File: src/rtl/dual_issue_scheduler.sv
// In-order dual-issue scheduler between the decode FIFO and two execute lanes.
// Checks up to two head packets against a register scoreboard and each other,
// then issues 0, 1 or 2 of them in program order.
// Optional build macro: SCHED_WB_BYPASS_EN forwards same-cycle writeback
// clears into the hazard check, removing one bubble after a writeback.
module dual_issue_scheduler #(
    parameter int PKT_W = 25,
    parameter int NREG  = 32,
    parameter int CNT_W = 16
) (
    input  logic             clk,
    input  logic             rst_n,
    input  logic             in_valid_1,
    input  logic [PKT_W-1:0] in_pkt_1,
    input  logic             in_valid_2,
    input  logic [PKT_W-1:0] in_pkt_2,
    output logic [1:0]       pop_cnt,
    input  logic             ex_ready,
    output logic             issue_valid_1,
    output logic [PKT_W-1:0] issue_pkt_1,
    output logic             issue_valid_2,
    output logic [PKT_W-1:0] issue_pkt_2,
    input  logic             wb_en_1,
    input  logic [4:0]       wb_rd_1,
    input  logic             wb_en_2,
    input  logic [4:0]       wb_rd_2,
    output logic             stall,
    output logic [CNT_W-1:0] stall_cycles
);

    localparam logic [NREG-1:0] ONE_HOT0 = {{(NREG-1){1'b0}}, 1'b1};

    // Packet field decode helpers
    function automatic logic [4:0] f_rs(input logic [PKT_W-1:0] p);
        return p[24:20];
    endfunction

    function automatic logic [4:0] f_rt(input logic [PKT_W-1:0] p);
        return p[19:15];
    endfunction

    function automatic logic [4:0] f_rd(input logic [PKT_W-1:0] p);
        return p[14:10];
    endfunction

    // rt is a source for immediate-ALU, branch and store packets
    function automatic logic f_reads_rt(input logic [PKT_W-1:0] p);
        return p[3] | p[2] | p[1];
    endfunction

    function automatic logic f_writes(input logic [PKT_W-1:0] p);
        return p[5] & (p[14:10] != 5'd0);
    endfunction

    function automatic logic f_memop(input logic [PKT_W-1:0] p);
        return p[4] | p[1];
    endfunction

    // Scoreboard hazard against a busy vector (x0 bit is always masked off)
    function automatic logic f_sb_hazard(input logic [PKT_W-1:0] p,
                                         input logic [NREG-1:0] busy);
        return busy[f_rs(p)] | (f_reads_rt(p) & busy[f_rt(p)]) |
               (f_writes(p) & busy[f_rd(p)]);
    endfunction

    logic [NREG-1:0]  busy_q, busy_d;
    logic [NREG-1:0]  wb_clr_s, busy_set_s, busy_chk_s;
    logic             issue1_s, issue2_s;
    logic             intra_s;
    logic             issue_valid_1_q, issue_valid_1_d;
    logic             issue_valid_2_q, issue_valid_2_d;
    logic [PKT_W-1:0] issue_pkt_1_q, issue_pkt_1_d;
    logic [PKT_W-1:0] issue_pkt_2_q, issue_pkt_2_d;
    logic [CNT_W-1:0] stall_cycles_q, stall_cycles_d;

    // Writeback clear mask and the busy view used by the hazard check
    always_comb begin
        wb_clr_s = (wb_en_1 ? (ONE_HOT0 << wb_rd_1) : {NREG{1'b0}}) |
                   (wb_en_2 ? (ONE_HOT0 << wb_rd_2) : {NREG{1'b0}});
`ifdef SCHED_WB_BYPASS_EN
        busy_chk_s = busy_q & ~wb_clr_s & ~ONE_HOT0;
`else
        busy_chk_s = busy_q & ~ONE_HOT0;
`endif
    end

    // Issue decision for both slots; slot 2 only ever follows slot 1
    always_comb begin
        issue1_s = rst_n & in_valid_1 & ex_ready &
                   ~f_sb_hazard(in_pkt_1, busy_chk_s);
        intra_s  = f_writes(in_pkt_1) &
                   ((f_rs(in_pkt_2) == f_rd(in_pkt_1)) |
                    (f_reads_rt(in_pkt_2) & (f_rt(in_pkt_2) == f_rd(in_pkt_1))) |
                    (f_writes(in_pkt_2) & (f_rd(in_pkt_2) == f_rd(in_pkt_1))));
        issue2_s = issue1_s & in_valid_2 &
                   ~f_sb_hazard(in_pkt_2, busy_chk_s) & ~intra_s &
                   ~(f_memop(in_pkt_1) & f_memop(in_pkt_2)) &
                   ~in_pkt_1[2];
    end

    // Next state for scoreboard, issue registers and stall counter
    always_comb begin
        busy_set_s = ((issue1_s & f_writes(in_pkt_1)) ? (ONE_HOT0 << f_rd(in_pkt_1)) : {NREG{1'b0}}) |
                     ((issue2_s & f_writes(in_pkt_2)) ? (ONE_HOT0 << f_rd(in_pkt_2)) : {NREG{1'b0}});
        busy_d     = ((busy_q & ~wb_clr_s) | busy_set_s) & ~ONE_HOT0;

        issue_valid_1_d = ex_ready ? issue1_s : issue_valid_1_q;
        issue_valid_2_d = ex_ready ? issue2_s : issue_valid_2_q;
        issue_pkt_1_d   = (ex_ready & issue1_s) ? in_pkt_1 : issue_pkt_1_q;
        issue_pkt_2_d   = (ex_ready & issue2_s) ? in_pkt_2 : issue_pkt_2_q;

        stall_cycles_d  = (stall && (stall_cycles_q != {CNT_W{1'b1}})) ?
                          (stall_cycles_q + {{(CNT_W-1){1'b0}}, 1'b1}) : stall_cycles_q;
    end

    // State registers with synchronous active-low reset
    always_ff @(posedge clk) begin
        if (!rst_n) begin
            busy_q          <= {NREG{1'b0}};
            issue_valid_1_q <= 1'b0;
            issue_valid_2_q <= 1'b0;
            issue_pkt_1_q   <= {PKT_W{1'b0}};
            issue_pkt_2_q   <= {PKT_W{1'b0}};
            stall_cycles_q  <= {CNT_W{1'b0}};
        end else begin
            busy_q          <= busy_d;
            issue_valid_1_q <= issue_valid_1_d;
            issue_valid_2_q <= issue_valid_2_d;
            issue_pkt_1_q   <= issue_pkt_1_d;
            issue_pkt_2_q   <= issue_pkt_2_d;
            stall_cycles_q  <= stall_cycles_d;
        end
    end

    assign pop_cnt       = {1'b0, issue1_s} + {1'b0, issue2_s};
    assign stall         = in_valid_1 & ~issue1_s;
    assign issue_valid_1 = issue_valid_1_q;
    assign issue_valid_2 = issue_valid_2_q;
    assign issue_pkt_1   = issue_pkt_1_q;
    assign issue_pkt_2   = issue_pkt_2_q;
    assign stall_cycles  = stall_cycles_q;

endmodule

File: config.mk
export PLATFORM = sky130hd
export DESIGN_NAME = dual_issue_scheduler
export DESIGN_NICKNAME = d
export VERILOG_FILES = /design/src/rtl/dual_issue_scheduler.sv
export SDC_FILE = /design/constraint.sdc
export NUM_CORES = 1
export LEC_CHECK = 0
export CAP_MARGIN = 0
export CORE_ASPECT_RATIO = 0.8
export CORE_MARGIN = 2
export CORE_UTILIZATION = 45
export CTS_CLUSTER_SIZE = 8
export DETAILED_ROUTE_END_ITERATION = 6
export GPL_TIMING_DRIVEN = 0
export PLACE_DENSITY_LB_ADDON = 0.15
export SYNTH_ARGS = -nofsm -noshare
export SYNTH_HDL_FRONTEND = slang
export SYNTH_SLANG_ARGS = --single-unit
export TNS_END_PERCENT = 100
File: constraint.sdc
create_clock -name clk -period 12.25 [get_ports clk]
set_input_delay 3.675 -clock clk [delete_from_list [all_inputs] [get_ports clk]]
set_output_delay 3.675 -clock clk [all_outputs]
set_load 0.01 [all_outputs]
# After elaboration in Yosys (flattened, before gate mapping)
# Cells that the tools add are included.
# totals
reg_bits,100
elab_cells,88
out_inout_bits,71
# op_classes
n_addsub,2
mux,16
magnitude_cmp,6
reduce_logical,3
shifts,4
eq_ne,4
bitwise_logic,46
# op_table
op,count
$mux 32,4
$shl 1x5->32 const A,4
$or 32x32->32,3
$lt 5x6->1 const B,6
$and 32x32->32,1
$not 32->32,1
$bmux 1 s5,6
$and 1x1->1,23
$add 16x1->16 const B,1
$ne 16x16->1 const B,1
$eq 5x5->1,3
$or 1x1->1,12
$reduce_bool 5->1,2
$mux 1,6
$not 1->1,6
$add 1x1->2,1
$logic_and 1x1->1,1

# Logic depth before layout (Yosys ltp)
# depth
ltp_word,16
ltp_mapped,12

# Worst setup path after synthesis
# OpenSTA, ideal clock, no wires.
# synth_timing
kind,input port to output port
startpoint,in in_pkt_1[20]
endpoint,out pop_cnt[0]
t_required_ps,8575
cell_stages,11
setup_slack_ps,2381
arrival_time_ps,6194
path_cell_list,clkbuf_1 > mux4_2 > a221oi_1 > o21ai_0 > a32oi_2 > nand2b_2 > inv_2 > nand3_4 > inv_2 > buf_4 > ha_1
# synth_via
elab_chain_len,12
# synth_rtl
item,line_no,text
from (decl),14,"input logic [PKT_W-1:0] in_pkt_1,"
$bmux 1 s5,62,return busy[f_rs(p)] | (f_reads_rt(p) & busy[f_rt(p)]) |
$mux 1 (implied by the code),62,
$or 1x1->1 (2 in a row),62,
$not 1->1,90,"~f_sb_hazard(in_pkt_1, busy_chk_s);"
$and 1x1->1,89,issue1_s = rst_n & in_valid_1 & ex_ready &
$and 1x1->1 (2 in a row),95,issue2_s = issue1_s & in_valid_2 &
$and 1x1->1 (2 in a row),96,"~f_sb_hazard(in_pkt_2, busy_chk_s) & ~intra_s &"
$and 1x1->1,97,~(f_memop(in_pkt_1) & f_memop(in_pkt_2)) &
named net issue2_s,68,"logic issue1_s, issue2_s;"
$add 1x1->2,135,"assign pop_cnt = {1'b0, issue1_s} + {1'b0, issue2_s};"
to (decl),17,"output logic [1:0] pop_cnt,"
# The timed path passes the listed nets, and every way through them passes these cells. The select of a mux whose other input is x is not followed.

# Final worst setup path
# layout_timing
startpoint,in in_pkt_2[22]
endpoint,out pop_cnt[0]
# layout_via
elab_chain_len,10
# layout_rtl
item,line_no,text
from (decl),16,"input logic [PKT_W-1:0] in_pkt_2,"
$bmux 1 s5,62,
$mux 1 (implied by the code),62,
$or 1x1->1 (2 in a row),62,
$not 1->1,96,
$and 1x1->1,95,
$and 1x1->1 (*) (2 in a row),96,
$and 1x1->1 (*),97,
named net issue2_s,68,
$add 1x1->2 (*),135,
# Mark *: on every way through the listed nets, which the timed path passes. The rest lies on a longest branch. The select of a mux whose other input is x is not followed.

==> results.yml <==
synthesis:
  synth_area_leader_cell: "dfxtp_1"
  synth-seq-cells: 99
  synth_top_area_share_pct: 29.5
  yosysUniqueCellTypes: 57
  synth_edf_count: 0
  ys_warn_count: 0
  synth.yosys.seq_area_share_pct: 29.5
  synth_ff_type: "dfxtp_1"
  syn_area_mm2: 0.00671
  synthArstFlopShare_pct: 0
  netlist_top_cells_area: "dfxtp_1, mux4_2, mux2i_1"
  syn_area_per_cell_um2: 8.93
  syn_inst: 751
  synth_nets: 820
clocking:
  post_cts_buffers: 0
  root_buffer: "clkbuf_16"
  cts.sinks: 99
  cts_tree: "yes"
  cts_max_level: 3
  numCtsBuffers: 9
  clk_pin_slew_worst_paths_ns: 0.07
  worstSkewPairLatency_ns: 0.36
  clockBufferDepth: 2
  ctsHoldBuffers: 0
  cts_resized: 0
worst_setup_path:
  required_ns: 8.57
  end_kind: "output pin"
  crit_type: "input port to output pin"
  cp-start-kind: "input port"
  cp_data_arrival_time_ns: 7.63
  path_max_fanout: 10
pwr:
  power_density_mw_per_mm2: 87.2
  leakage_nw: 2.85
  ir_worst_vdd_uv: 74.1
sta:
  relSlewSlack_pct: 40.3
  setup_tns_ns: 0
  fin_crit_sh_pct: 92.3
  grt_setup_unrepaired: "no"
  whs_ns: 0.463
  setup_viol: 0
  hold_viol_final: 0
  clock_skew_ns: 0.0110
  fmax_mhz: 88.4
  final-max-slew-violation-count: 0
  worst_pin_slew_ns: 0.890
  post-route-min-period_ns: 11.31
final_layout:
  fin_nets: 956
  area_growth_pct: 26.3
  nFillCells: 1278
  layout-drive-gt1-share_pct: 11.2
  antenna_cells: 0
global_route:
  grt_max_degree: 17
  grt_pass1_vias: 6621
  antenna_found_initial: 0
  grt_first_pass_wirelength_mm: 37.9
  grt.overflow.total: 0
  gr-usage-all-layers_pct: 31.0
placed_design:
  hpwl_mm: 18.9
  port_buffers: 125
  place_congestion: 0.906
hold_path:
  holdCritPathClass: "register to register"
floorplan:
  floorplan.initialDensity_pct: 46.4
  ios: 138
  die-area_mm2: 0.0159
  fp.dieH_um: 113
  core_mm2: 0.0144
  dieWidth_um: 141
  row_count: 39
routing:
  vias: 6895
  wl_per_cell_um: 23.1
  via_per_inst: 6.41
  drcViolationCount: 1
  drt_iter0_drc: 777
  firstDrtPassIters: 7
  wl_mm: 24.9
  ant_nets: 0
outcome:
  status: "finished with violations"
  failed_checks: "design-rule violations"
flow_run:
  max_cap_viol_count: 0
==> through the flow <==
step	total power, mW	std cells	area, µm²	setup WS [ns]	util, %
after floorplan	0.403	751	6710	2.38	-
after global placement	0.456	1060	8190	1.02	56.7
after detailed placement	0.458	1060	8190	0.956	56.7
after CTS	0.740	1075	8470	0.938	58.7
after global routing	0.761	1075	8470	0.683	58.7
final	0.739	1075	8470	0.942	58.7
==> path summary, 6_finish.rpt <==
path	startpoint	endpoint	slack [ns]	cells after the start
worst max-delay path	in_pkt_2[22]	pop_cnt[0]	0.94	11
worst min-delay path	issue_pkt_2[5]	issue_pkt_2[5]	0.46	2
worst max register to register	busy_q[22]	busy_q[11]	8.87	9
worst min register to register	issue_pkt_2[5]	issue_pkt_2[5]	0.46	2
==> layout make-up <==
class | count | area [µm²] | share of cell area, %
sequential | 99 | 1980 | 23.4
tap | 184 | 230 | 2.72
timing repair buffer | 125 | 1250 | 14.8
clock buffer | 11 | 253 | 2.98
clock inverter | 4 | 32.5 | 0.384
inverter | 7 | 26.3 | 0.310
multi-input combinational | 584 | 4420 | 52.2
buffer | 61 | 275 | 3.25
==> where the power goes <==
part           total [mW]  internal (mW)  switching [mW]
clock               0.286          0.149           0.136
combinational       0.124         0.0523          0.0720
sequential          0.329          0.326         0.00303
==> worst max-delay path: stages <==
cell	delay, ns
clkdlybuf4s50_1	0.53
buf_1	0.50
mux4_2	0.40
mux4_2	0.51
nor2b_1	0.18
a2111oi_4	0.40
nand3_4	0.21
inv_2	0.22
buf_4	0.26
ha_1	0.26
clkdlybuf4s50_1	0.49
==> cell families (layout without fill, tap and decap cells) <==
| family | after synthesis | after routing | synth area share (%) |
|---|---|---|---|
| xor gates and xnor gates | 15 | 15 | 1.96 |
| and+or+nand+nor | 307 | 307 | 22.1 |
| AOI/OAI and AO/OA | 123 | 123 | 13.3 |
| buffers and inverters | 68 | 208 | 4.50 |
| muxes | 137 | 137 | 28.3 |
| DFF | 99 | 99 | 29.5 |
| adders and majority gates | 2 | 2 | 0.373 |
==> metal layers <==
layer,vias up,GRT usage [%],part of all wire (%)
met1,3347,44.4,46
met4,0,10.7,2.6
li1,3090,-,-
met2,401,47.4,43
met5,-,0,0
met3,57,5.80,8.6
==> cells in the final DEF, fill, tap and decap left out, drive strengths merged, types with 3 or more instances in the layout <==
cell type and n:
clkdlybuf4s50 125, nand2 116, dfxtp 99, mux2i 87, nor2 80, mux4 41
clkbuf 41, a31oi 35, o22ai 31, buf 31, o31ai 25, nand3 18
nand2b 15, nand3b 14, nor3 10, mux2 9, nand4 9, o41ai 9
or3 8, xor2 8, inv 8, xnor2 7, or3b 6, nor2b 5
and4 5, or4 4, and3 4, a21oi 4, nand4b 3, o311ai 3
nor4b 3
==> sequential cells by signal, summed over array words and instances, names as in the netlist <==
signal / flops
stall_cycles: 16
issue_pkt_1: 25
busy_q: 31
issue_valid_2: 1
issue_valid_1: 1
issue_pkt_2: 25
==> cell usage after synthesis (2+ instances only) <==
master	instances
mux2i_1	87
nand4b_1	3
o41ai_1	8
nand3b_1	14
inv_2	2
nor4b_1	3
clkbuf_1	30
xnor2_1	7
o211ai_1	2
a221oi_1	2
a21oi_1	4
nand3_1	17
o311ai_0	3
buf_2	13
buf_6	2
or4_1	4
and3_1	4
buf_4	4
o22ai_1	31
o21ai_0	2
a31oi_1	35
buf_1	12
xor2_1	8
mux2_2	9
inv_1	4
dfxtp_1	99
or3_1	8
or2_2	2
nor2_1	80
nor3_1	10
or3b_2	6
nor2b_1	5
and3b_1	2
a211o_1	2
mux4_2	41
o31ai_1	24
nand2b_1	14
nand2_1	116
ha_1	2
and4_1	5
nand4_1	9
(Power assumes the default switching activity.)
